$ cat src/rtl/wash_seq.sv
// ============================================================================
// Module   : wash_seq
// Purpose  : Wash-cycle scheduler. On a start pulse it latches mode, weight
//            and balance. It checks the weight limit and the price, deducts
//            the price, then runs FILL -> WASH -> RINSE -> SPIN. Each phase
//            has a seconds countdown driven by a TICK_CYC prescaler. The
//            block supports pause/resume and a lid-open interlock.
// Ports    : clk, rst (async, active-low)
//            start, mode[1:0], weight[4:0], bal_in[11:0] - program request
//            pause_pos, ack_pos, lid_open               - operator controls
//            busy, phase[2:0], remain_s[7:0]            - status/display
//            bal_out[11:0]                              - balance after cost
//            valve_in, valve_out, motor                 - actuators
//            done, err, paused, buzz                    - indicators
// Options  : BUZZ_EN - when defined, buzz pulses for 2*TICK_CYC cycles on
//            entry to DONE or ERR. When undefined, buzz is tied low.
// Revision : 1.0 - initial release
// ============================================================================
`default_nettype none

module wash_seq #(
   parameter int TICK_CYC = 100000000,
   parameter int PRICE0   = 2,
   parameter int PRICE1   = 5,
   parameter int PRICE2   = 8,
   parameter int PRICE3   = 12
) (
   input  logic               clk,
   input  logic               rst,
   input  logic               start,
   input  logic [1:0]         mode,
   input  logic [4:0]         weight,
   input  logic signed [11:0] bal_in,
   input  logic               pause_pos,
   input  logic               ack_pos,
   input  logic               lid_open,
   output logic               busy,
   output logic [2:0]         phase,
   output logic [7:0]         remain_s,
   output logic signed [11:0] bal_out,
   output logic               valve_in,
   output logic               valve_out,
   output logic               motor,
   output logic               done,
   output logic               err,
   output logic               paused,
   output logic               buzz
);

   localparam logic [3:0] c_IDLE  = 4'd0;
   localparam logic [3:0] c_CHECK = 4'd1;
   localparam logic [3:0] c_FILL  = 4'd2;
   localparam logic [3:0] c_WASH  = 4'd3;
   localparam logic [3:0] c_RINSE = 4'd4;
   localparam logic [3:0] c_SPIN  = 4'd5;
   localparam logic [3:0] c_PAUSE = 4'd6;
   localparam logic [3:0] c_DONE  = 4'd7;
   localparam logic [3:0] c_ERR   = 4'd8;

   localparam int            c_PW        = (TICK_CYC > 1) ? $clog2(TICK_CYC) : 1;
   localparam logic [c_PW-1:0] c_PRESC_MAX = c_PW'(TICK_CYC - 1);

   logic [3:0]         r_state;
   logic [3:0]         w_state_nxt;
   logic [3:0]         r_ret;
   logic [1:0]         r_mode;
   logic [4:0]         r_weight;
   logic signed [11:0] r_bal;
   logic signed [11:0] r_bal_out;
   logic [7:0]         r_remain;
   logic [c_PW-1:0]    r_presc;

   logic               w_fail;
   logic signed [11:0] w_cost;
   logic [4:0]         w_limit;
   logic               w_wrap;
   logic               w_end;
   logic               w_last;
   logic               w_preq;
   logic               w_adv;
   logic [3:0]         w_nxt_phase;

   // Phase duration in seconds. States without a duration (DONE etc.) give 0.
   function automatic logic [7:0] f_dur(input logic [3:0] ph,
                                        input logic [1:0] m,
                                        input logic [4:0] w);
      logic [7:0] w8;
      w8    = {3'b000, w};
      f_dur = 8'd0;
      case (ph)
         c_FILL:  case (m)
                     2'd1:    f_dur = 8'd5;
                     2'd2:    f_dur = 8'd8;
                     2'd3:    f_dur = 8'd10;
                     default: f_dur = 8'd0;
                  endcase
         c_WASH:  case (m)
                     2'd1:    f_dur = 8'd20 + w8;
                     2'd2:    f_dur = 8'd30 + w8;
                     2'd3:    f_dur = 8'd40 + (w8 << 1);
                     default: f_dur = 8'd0;
                  endcase
         c_RINSE: case (m)
                     2'd1:    f_dur = 8'd10;
                     2'd2:    f_dur = 8'd15;
                     2'd3:    f_dur = 8'd20;
                     default: f_dur = 8'd0;
                  endcase
         c_SPIN:  case (m)
                     2'd0:    f_dur = 8'd10 + w8;
                     2'd1:    f_dur = 8'd10;
                     2'd2:    f_dur = 8'd15;
                     default: f_dur = 8'd20;
                  endcase
         default: f_dur = 8'd0;
      endcase
   endfunction

   // ---------------------------------------------------------------- checks
   always_comb begin
      w_cost  = 12'(PRICE0);
      w_limit = 5'd20;
      case (r_mode)
         2'd0:    begin w_cost = 12'(PRICE0); w_limit = 5'd20; end
         2'd1:    begin w_cost = 12'(PRICE1); w_limit = 5'd5;  end
         2'd2:    begin w_cost = 12'(PRICE2); w_limit = 5'd10; end
         default: begin w_cost = 12'(PRICE3); w_limit = 5'd20; end
      endcase
   end

   assign w_fail = (r_weight > w_limit) || (r_bal < w_cost);

   always_comb begin
      case (r_state)
         c_FILL:  w_nxt_phase = c_WASH;
         c_WASH:  w_nxt_phase = c_RINSE;
         c_RINSE: w_nxt_phase = c_SPIN;
         default: w_nxt_phase = c_DONE;
      endcase
   end

   // A phase ends in the cycle where remain_s is already 0. This rule also
   // covers zero-length phases, which are skipped after one cycle. A pause
   // request that coincides with the final tick (remain 1 -> 0) or with
   // the end cycle takes the transition first, so the next phase is entered
   // already paused.
   assign w_wrap = (r_presc == c_PRESC_MAX);
   assign w_end  = (r_remain == 8'd0);
   assign w_last = w_wrap && (r_remain == 8'd1);
   assign w_preq = pause_pos | lid_open;
   assign w_adv  = w_end | (w_last & w_preq);

   // ------------------------------------------------------- state register
   always_ff @(posedge clk or negedge rst) begin
      if (!rst) r_state <= c_IDLE;
      else      r_state <= w_state_nxt;
   end

   // ----------------------------------------------------------- next state
   always_comb begin
      w_state_nxt = r_state;
      case (r_state)
         c_IDLE:  if (start) w_state_nxt = c_CHECK;
         c_CHECK: w_state_nxt = w_fail ? c_ERR : c_FILL;
         c_FILL, c_WASH, c_RINSE, c_SPIN: begin
            if (w_adv)
               w_state_nxt = (w_preq && (w_nxt_phase != c_DONE)) ? c_PAUSE
                                                                 : w_nxt_phase;
            else if (w_preq)
               w_state_nxt = c_PAUSE;
         end
         c_PAUSE: if (pause_pos && !lid_open) w_state_nxt = r_ret;
         c_DONE, c_ERR: if (ack_pos) w_state_nxt = c_IDLE;
         default: w_state_nxt = c_IDLE;
      endcase
   end

   // ------------------------------------------------------------- datapath
   always_ff @(posedge clk or negedge rst) begin
      if (!rst) begin
         r_ret     <= c_IDLE;
         r_mode    <= 2'd0;
         r_weight  <= 5'd0;
         r_bal     <= 12'sd0;
         r_bal_out <= 12'sd0;
         r_remain  <= 8'd0;
         r_presc   <= '0;
      end else begin
         case (r_state)
            c_IDLE: if (start) begin
               r_mode   <= mode;
               r_weight <= weight;
               r_bal    <= bal_in;
            end
            c_CHECK: if (!w_fail) begin
               r_bal_out <= r_bal - w_cost;
               r_remain  <= f_dur(c_FILL, r_mode, r_weight);
               r_presc   <= '0;
            end
            c_FILL, c_WASH, c_RINSE, c_SPIN: begin
               if (w_adv) begin
                  r_remain <= f_dur(w_nxt_phase, r_mode, r_weight);
                  r_presc  <= '0;
                  r_ret    <= w_nxt_phase;
               end else if (w_preq) begin
                  // Counters freeze from the request cycle onward.
                  r_ret <= r_state;
               end else if (w_wrap) begin
                  r_presc  <= '0;
                  r_remain <= r_remain - 8'd1;
               end else begin
                  r_presc <= r_presc + 1'b1;
               end
            end
            c_DONE, c_ERR: if (ack_pos) r_remain <= 8'd0;
            default: ;
         endcase
      end
   end

   // ------------------------------------------------------------- outputs
   always_comb begin
      busy      = 1'b1;
      phase     = 3'b000;
      valve_in  = 1'b0;
      valve_out = 1'b0;
      motor     = 1'b0;
      done      = 1'b0;
      err       = 1'b0;
      paused    = 1'b0;
      case (r_state)
         c_IDLE:  busy = 1'b0;
         c_FILL:  begin phase = 3'b001; valve_in = 1'b1; end
         c_WASH:  begin phase = 3'b001; motor = 1'b1; end
         c_RINSE: begin phase = 3'b010; valve_in = 1'b1; motor = 1'b1; end
         c_SPIN:  begin phase = 3'b100; valve_out = 1'b1; motor = 1'b1; end
         c_PAUSE: paused = 1'b1;
         c_DONE:  begin busy = 1'b0; done = 1'b1; end
         c_ERR:   begin busy = 1'b0; err = 1'b1; end
         default: ;
      endcase
   end

   assign remain_s = r_remain;
   assign bal_out  = r_bal_out;

`ifdef BUZZ_EN
   localparam int c_BW = $clog2(2 * TICK_CYC + 1);
   logic [c_BW-1:0] r_buzz_cnt;
   logic            w_term_entry;

   assign w_term_entry = ((w_state_nxt == c_DONE) || (w_state_nxt == c_ERR)) &&
                         !((r_state == c_DONE) || (r_state == c_ERR));

   always_ff @(posedge clk or negedge rst) begin
      if (!rst)              r_buzz_cnt <= '0;
      else if (w_term_entry) r_buzz_cnt <= c_BW'(2 * TICK_CYC);
      else if (r_buzz_cnt != '0) r_buzz_cnt <= r_buzz_cnt - 1'b1;
   end

   assign buzz = (r_buzz_cnt != '0);
`else
   assign buzz = 1'b0;
`endif

endmodule

`default_nettype wire

$ cat config.mk
export PLATFORM = sky130hd
export DESIGN_NAME = wash_seq
export DESIGN_NICKNAME = d
export VERILOG_FILES = /design/src/rtl/wash_seq.sv
export SDC_FILE = /design/constraint.sdc
export NUM_CORES = 1
export LEC_CHECK = 0
export CAP_MARGIN = 10
export CORE_ASPECT_RATIO = 1.75
export CORE_UTILIZATION = 45
export DETAILED_ROUTE_END_ITERATION = 10
export HOLD_SLACK_MARGIN = 0.06
export PLACE_DENSITY = 0.76
export SETUP_SLACK_MARGIN = 0.4
export SLEW_MARGIN = 10
export SYNTH_ARGS = -nofsm -noshare
export SYNTH_HDL_FRONTEND = slang
export SYNTH_SLANG_ARGS = --single-unit
$ cat constraint.sdc
create_clock -name clk -period 4.6 [get_ports clk]
set_input_delay 0.69 -clock clk [delete_from_list [all_inputs] [get_ports clk]]
set_output_delay 0.69 -clock clk [all_outputs]
set_load 0.01 [all_outputs]
== After elaboration in Yosys (flattened, before gate mapping) ==
Index checks and enable logic that the tools add are counted.
Storage, ports and cells
  flip-flop bits (word level): 74
  output and inout bits: 31
Operators by class
  add/sub/neg operators: 7
  magnitude comparators: 2
  eq/ne operators: 25
  mux-type cells: 37
  bitwise logic cells: 4
  reductions and logical operators: 23
Operator list (number)
  27-bit 2-to-1 mux: 4
  27-bit case mux with 2 select lines: 1
  8-bit 2-to-1 mux: 5
  4-bit 2-to-1 mux: 9
  8-bit case mux with 4 select lines: 1
  27-bit by 1-bit adder with 27-bit output (second input constant): 1
  27-bit == test (second input constant): 1
  4-bit by 3-bit == test with 1-bit output (second input constant): 6
  4-bit case mux with 3 select lines: 2
  8-bit case mux with 3 select lines: 1
  7-bit case mux with 3 select lines: 1
  4-bit case mux with 5 select lines: 1
  3-bit case mux with 3 select lines: 2
  6-bit case mux with 3 select lines: 1
  4-bit by 2-bit == test with 1-bit output (second input constant): 4
  5-bit case mux with 3 select lines: 1
  5-bit by 5-bit adder with 6-bit output (first input constant): 2
  12-bit less-than comparator: 1
  12-bit subtractor: 1
  5-bit case mux with 2 select lines: 1
  3-bit inequality test (second input constant): 3
  8-bit by 1-bit == test with 1-bit output (second input constant): 1
  8-bit logical NOT: 1
  2-bit inequality test (second input constant): 4
  27 further kinds: 43

== Logic depth before layout (Yosys ltp) ==
  depth after elaboration: 7
  mapped depth: 13
  depth with buffers taken out: 11

== Least setup slack after synthesis ==
Ideal clock, no wire load.
  path kind: reg2reg
  from: register r_mode[0]
  to: register r_remain[0], in the netlist remain_s[0]
  setup time: 0.125 ns
  data arrival time: 2.808 ns
  required time: 4.475 ns
  path slack: 1.667 ns
  stages on the path, launching flop included: 13
  buffers on the path: 2
  period minus slack after synthesis: 2.933 ns
  cell sequence: dfrtp_1 inv_1 ha_1 clkbuf_1 nor2_1 ha_1 nand2_1 o211ai_1 o21ai_1 o21ai_1 and2_1 buf_2 mux2_4
Between the ends
  cells in the longest elaborated chain, start to end: 6
RTL lines
  start, declared: RTL line 66  | logic [1:0] r_mode;
  start signal, assigned: RTL line 191  | r_mode <= mode;
  2-bit == test (tied with other cells)
  4-bit case mux with 3 select lines or 5-bit case mux with 2 select lines (tied branches): RTL line 123  | case (r_mode)
  12-bit less-than comparator or 5-bit greater-than comparator (tied branches): RTL line 131  | assign w_fail = (r_weight > w_limit) || (r_bal < w_cost);
  1-bit logical OR: RTL line 131
  2-bit inequality test (no source line)
  5-bit AND reduction (no source line)
  end signal, assigned: RTL line 197  | r_remain <= f_dur(c_FILL, r_mode, r_weight);
  end signal, assigned: RTL line 202  | r_remain <= f_dur(w_nxt_phase, r_mode, r_weight);
  end signal, assigned: RTL line 210  | r_remain <= r_remain - 8'd1;
  end, declared: RTL line 70  | logic [7:0] r_remain;
Parallel ways exist; a longest one is shown, timed or not. The select of a mux whose other input is x is not followed.
A chain may end at the register's enable or synchronous reset.

== Final worst setup path ==
  from: register r_mode[1]
  to: register r_bal_out[3], in the netlist bal_out[3]
Between the ends
  cells in the longest elaborated chain, start to end: 6
RTL lines
  2-bit == test (tied with other cells): RTL line 123
  4-bit case mux with 3 select lines or 5-bit case mux with 2 select lines (tied branches): RTL line 123
  12-bit less-than comparator or 5-bit greater-than comparator (tied branches): RTL line 131
  1-bit logical OR: RTL line 131
  1-bit inverter (no source line)
  2-bit AND reduction (no source line)
  end signal, assigned: RTL line 196  | r_bal_out <= r_bal - w_cost;
  end, declared: RTL line 69  | logic signed [11:0] r_bal_out;
Parallel ways exist; a longest one is shown, timed or not.

==> results.md <==
- Status: finished, violations left
- Failing checks: DRC
- Vias in the first global route: 4,880
- Distinct cells, synth: 74
- Main combinational cell family by area after synthesis: simple AND/OR/NAND/NOR gates
- Routed vias: 4,954
- Asr flop ratio synth: 100%
- Syn. warnings: 0
- Clk root buf: clkbuf_16
- Max-slew violation count: 0
- Clk pin slew, worst setup/hold paths: 0.07 ns
- Critical path arrival: 3.97 ns
- First-pass GRT wire length: 23,300 um
- All-layer global routing usage: 23.8%
- Resized Gates After CTS: 0
- Rel. slew slack: 27.5%
- Syn avg cell area: 8.70 um^2
- Core area: 11,500 um^2
- Worst path required time: 4.89 ns
- Clock share of power: 14.5%
- DP Area: 5890 um^2
- Antenna Diode Count: 0
- Sw Ratio: 47.3%
- Ratio of final minimum period to clock period: 79.9%
- Die X: 84.0 um
- Worst VDD drop: 0.313 mV
- Synthesized cell area: 5290 um^2
- Fmax: 0.272 GHz
- CTS Hold Bufs: 0
- Min cycle time layout: 3.67 ns
- Hold slack final: 0.493 ns
- Post-DP HPWL: 10,600 um
- Setup crit start kind: flip-flop
- CP Class: flip-flop to flip-flop
- # DRC: 7
- Maximum capacitance violations: 0
- Die footprint: 12,200 um^2
- Least-Margin Pin Slew: 1.09 ns
- Initial core utilization: 45.9%
- Internal power: 2.48 mW
- Gate Count Post-Synth: 608
- Power Density: 762 nW/um^2
- Clk sink count: 74
- Total power: 4.71 mW
- Leakage: 2.53 nW
- Worst-path maximum fanout: 30
- Detailed Route Iter0 Violations: 357
- H-Tree Depth: 3
- Seq/Total Area, Yosys: 35.0%
- Fraction of the mapped netlist area in adder cells: 7.47%
- Final core occ: 53.6%
- Most frequent cells in the layout: dfrtp_1, nand2_1, clkdlybuf4s50_1
- Main synth FF type: dfrtp_1
- Post-Syn Nets: 664
- TritonCTS Buffers: 9
- Post-synthesis register bit count: 74
- Final ANT Viol Nets: 0
- Share of layout cells above drive strength 1: 8.78%
- CTS tree: yes
- Worst skew pair latency: 0.35 ns
- Sequential cell fraction of total power: 25.3%
- EDFF count, synth: 0
- FP Rows: 52
- Initial antenna violation count: 0
- Final Skew: 0.00922 ns
- Setup violators final: 0
- WL final: 14,500 um
- Synth Area in Simple Gates: 22.0%
- Longest Clk Path Bufs: 2
- # IOs: 56
- Syn-to-layout area delta: 16.7%
- Die Y: 145 um
- Setup Fix Bufs, Post-CTS: 0
- Via density: 6.32
- Switching pwr: 2.23 mW
- Synth Area in Compound Gates: 21.6%
- DR pass1 iterations: 8
- Post-route insts no fill: 784
- Fin area: 6180 um^2
- Final nets: 700
- Commonest non-fill, non-tap cell in the layout: dfrtp_1
- Hold WC Path Type: primary input to asynchronous set/reset pin
- Crit end category: flip-flop
- Setup TNS Final: 0 ns
- Avg WL per Cell: 18.5 um
- Mux contribution to synthesized area: 6.12%
- Dpl ws: 0.993 ns
- Inst Count DP: 768
- Post-Synth XOR/XNOR Area: 1.99%
- Remaining global-route overflow: 0
- Endpoints failing hold: 0
- Port bufs: 54
- Crit path setup slack, layout: 0.925 ns
- RSZ-0062 raised after global routing: false
- Largest net degree at the start of global routing: 75
- Logic pwr share: 60.2%
- Placer Congestion: 0.900
[kinds of logic (layout without fill, tap and decap cells)]
| group | Yosys count | after routing |
|---|---|---|
| AO/OA/AOI/OAI | 169 | 169 |
| XOR/XNOR | 12 | 12 |
| adder cells (fa/ha/maj) | 31 | 31 |
| buffers and inverters | 75 | 116 |
| flip-flops | 74 | 74 |
| multiplexers | 29 | 29 |
| other | 1 | 1 |
| AND/OR/NAND/NOR | 217 | 217 |
[critical path, stage by stage, from the launching register on]
cell	delay, ns
dfrtp_1	0.46
inv_1	0.13
ha_1	0.32
ha_1	0.27
fa_1	0.43
o211ai_1	0.45
o211ai_1	0.19
or2_1	0.67
buf_4	0.40
nor3b_1	0.19
a21o_1	0.10
[Yosys cell counts (7+ instances only)]
master	instances	area share (%)
o21ai_0	22	2.1
nand2_1	55	3.9
mux2_2	23	4.9
and3_1	7	0.83
buf_2	8	0.76
a22o_1	9	1.5
o21ai_1	12	1.1
a21oi_1	29	2.7
nor3_1	11	1.0
clkbuf_1	23	1.6
nand4_1	13	1.5
ha_1	30	7.1
nor2_1	36	2.6
o22ai_1	20	2.4
nor3b_1	8	1.1
nor4_1	8	0.95
inv_1	42	3.0
dfrtp_1	74	35
a22oi_1	10	1.4
nand3_1	28	2.6
xnor2_1	7	1.2
a31oi_1	14	1.7
nand2b_1	9	1.1
[power groups by stage]
stage               Combinational [mW]  Sequential (mW)  Clock [mW]
finish                            2.84             1.19       0.682
global route                      3.10             1.23       0.717
CTS                               2.81             1.19       0.693
detailed placement                2.80             1.19           0
global placement                  2.74             1.18           0
floorplan                         2.05             1.08           0
[final cells by class]
| cell class | instances | area, um^2 |
|---|---|---|
| Inverter | 42 | 158 |
| Tap cell | 135 | 169 |
| Clock inverter | 7 | 61.3 |
| Multi-Input combinational cell | 459 | 3140 |
| Fill cell | 1023 | 5340 |
| Sequential cell | 74 | 1850 |
| Clock buffer | 9 | 225 |
| Timing Repair Buffer | 58 | 568 |
[worst paths after layout]
kind | start | endpoint | slack (ns) | cells past startpoint
worst max-delay path | r_mode[1] | bal_out[3] | 0.93 | 10
worst min-delay path | rst | r_presc[13] | 0.49 | 1
worst max register to register | r_mode[1] | bal_out[3] | 0.93 | 10
worst min register to register | bal_out[7] | bal_out[7] | 0.49 | 2
max in group asynchronous | rst | r_bal[8] | 3.47 | 1
min in group clk | bal_out[7] | bal_out[7] | 0.49 | 2
[sequential cells by signal, summed over array words and instances (netlist names)]
name / flops
r_bal: 12
r_weight: 5
r_ret: 4
bal_out: 12
r_mode: 2
r_state: 4
remain_s: 8
r_presc: 27
[per-layer routing]
metal  up-vias  track usage (%)  share of wire [%]  routed length, um
met5         -                0                  0                  0
met4         0             15.4                4.6                662
met3        52             2.55                3.9                570
met2       184             43.0                 53               7720
met1      2387             26.0                 38               5530
li1       2331                -                  -                  -
Note: power is estimated with default switching activity, not from simulation.
==> edit (same flow settings) <==
Add an input register stage for `mode`, without a reset; this delays it by one clock. The other inputs are not delayed to match. Comments in the files are not updated.
--- a/src/rtl/wash_seq.sv
+++ b/src/rtl/wash_seq.sv
@@ -60,6 +60,12 @@
    localparam int            c_PW        = (TICK_CYC > 1) ? $clog2(TICK_CYC) : 1;
    localparam logic [c_PW-1:0] c_PRESC_MAX = c_PW'(TICK_CYC - 1);
 
+   logic [1:0] mode_q;
+
+   always_ff @(posedge clk) begin
+      mode_q <= mode;
+   end
+
    logic [3:0]         r_state;
    logic [3:0]         w_state_nxt;
    logic [3:0]         r_ret;
@@ -188,7 +194,7 @@
       end else begin
          case (r_state)
             c_IDLE: if (start) begin
-               r_mode   <= mode;
+               r_mode   <= mode_q;
                r_weight <= weight;
                r_bal    <= bal_in;
             end
Formal check against the unedited RTL: not equivalent (a bounded check fails within 4 cycles, from zero or initial values and one cycle with rst low).
==> edit against the original RTL <==
- sequential cell count grew 2
- area after synthesis decreased by 2.9%
- power down 3.0%
- sequential share of layout area is 1.4 points higher
- routed wire length down 9.8%
- highest routed layer unchanged
- setup slack improved by 51 ps
- largest cell class unchanged
- largest power group unchanged
- design area fell by 2.4%
- clock power grew 4.5%
- first-iteration DRC count fell by 37%
==> edit: results (changes against the original RTL) <==
Outcome
  • Outcome: complete, no violations

Setup path
  • Peak fanout along the critical path: 15 (-50%)
  • Data arrival, critical path: 3830 ps (-140 ps)
  • Reg-to-reg critical path endpoint: r_presc[2]
  • Register-to-register setup slack: 980 ps (+50 ps)
  • Critical R2R Launch: r_mode[0]
  • Worst-case reg-to-reg path depth: 12 (+2)

Clock network
  • Clock slew at reported path FFs: about 60 ps
  • Clock insertion delay at the later pin of the skew report: around 340 ps

Global routing
  • Overall routing resource usage: 0.236 (-0.00209)
  • Vias in the first global route: 4384 (-10%)
  • Routing usage on met3: 0.0483 (+0.0227)
  • Global-route track usage on met2: 0.430 (about the same)
  • Met1 capacity usage during global routing: 0.252 (-0.00833)
  • Wire length of the first global-routing pass: 21200 um (-8.7%)
  • Number of antenna violations at the first check in global routing: 0 (unchanged)

Route
  • WL/cell: 17.4 um (-6.0%)
  • Overall routed net length: 13100 um (-9.8%)
  • Met3 wire length: 559 um (-1.9%)
  • Total vias in the final route: 4453 (-10%)
  • DR pass1 iterations: 7 (-1)
  • Met2 routed WL: 7040 um (-8.8%)
  • Routed metal-1 wire length: 5050 um (-8.7%)

Placement
  • Routability Congestion: 0.867 (-3.7%)
  • Placed Instances: 737 (-4.0%)
  • DP Area: 5740 um^2 (-2.6%)
  • Dpl ws: 940 ps (-53.1 ps)
  • Final HPWL from detailed placement: 9860 um (-7.2%)

Synthesis
  • Synth cell types: 78 (+5.4%)
  • Share of synthesized area occupied by flip-flops and latches: 0.368 (+0.0184)
  • Most used standard cells in the synthesized netlist: sky130_fd_sc_hd__dfrtp_1, sky130_fd_sc_hd__nand2_1, sky130_fd_sc_hd__o21ai_0
  • Main area contributors after synthesis: sky130_fd_sc_hd__dfrtp_1, sky130_fd_sc_hd__ha_1, sky130_fd_sc_hd__o21ai_0
  • Fraction of registers with async set or reset after synthesis: 0.974 (-0.0263)
  • Syn_nets: 627 (-5.6%)
  • Post-synthesis area per instance: 9.00 um^2 (+3.4%)

Timing
  • Worst slew margin: 0.245 (-0.0293)
  • Post-Route Hold Slack: 409 ps (-84.3 ps)
  • Worst Skew: 10.2 ps (+1.02 ps)

Layout
  • Final Net Count: 672 (-4.0%)
  • Diodes inserted: 0 (unchanged)
  • Final-layout fill cell count: 1003 (-2.0%)
  • Fraction of final layout cells sized beyond drive strength 1: 0.108 (+0.0202)

Pwr
  • Reported leakage power: 2.61 nW (+3.1%)
  • Pwr Density: 757 nW/um^2 (-0.63%)
  • Worst voltage drop across the vdd grid: 0.385 mV (+23%)
edit: area by class of cell:
type	instances	share of cell area
clock inverters	4	0.00809
repair buffers	59	0.0950
clock buffers	11	0.0402
flip-flops and latches	76	0.314
inverters	24	0.0149
well taps	132	0.0274
multi-input cells	446	0.501
edit: cell families after synthesis:
family,count (synthesis),synth area share
AO/OA/AOI/OAI,155,0.190
XOR/XNOR,17,0.0305
multiplexers,24,0.0524
flip-flops,76,0.368
other,1,0.000730
buffers and inverters,49,0.0438
AND/OR/NAND/NOR,218,0.237
adder cells (fa/ha/maj),31,0.0770
edit: worst max-delay path by stage:
stage,from,to,slack (ps),cells past startpoint
global placement,lid_open,r_presc[7],960,10
detailed placement,lid_open,r_presc[3],940,10
finish,r_mode[0],r_presc[2],980,12
floorplan,r_mode[0],r_presc[24],1810,12
global route,r_mode[0],r_presc[2],730,12
CTS,r_mode[0],r_presc[2],1010,12
edit: worst max-delay path: stages, from the launching register on:
cell	delay, ps
sky130_fd_sc_hd__dfrtp_1	440
sky130_fd_sc_hd__inv_1	150
sky130_fd_sc_hd__ha_1	390
sky130_fd_sc_hd__inv_1	180
sky130_fd_sc_hd__ha_1	220
sky130_fd_sc_hd__a21o_1	150
sky130_fd_sc_hd__a21o_1	170
sky130_fd_sc_hd__a211oi_1	420
sky130_fd_sc_hd__o22a_1	290
sky130_fd_sc_hd__o211ai_1	470
sky130_fd_sc_hd__buf_4	350
sky130_fd_sc_hd__o21ai_0	150
sky130_fd_sc_hd__o21ai_0	110
edit: where the power goes:
part / switching [mW] / internal, mW / leakage [nW]
logic: 1.56 / 1.14 / 1.49
clock network: 0.281 / 0.432 / 0.146
registers: 0.286 / 0.868 / 0.979
total: 2.13 / 2.44 / 2.61
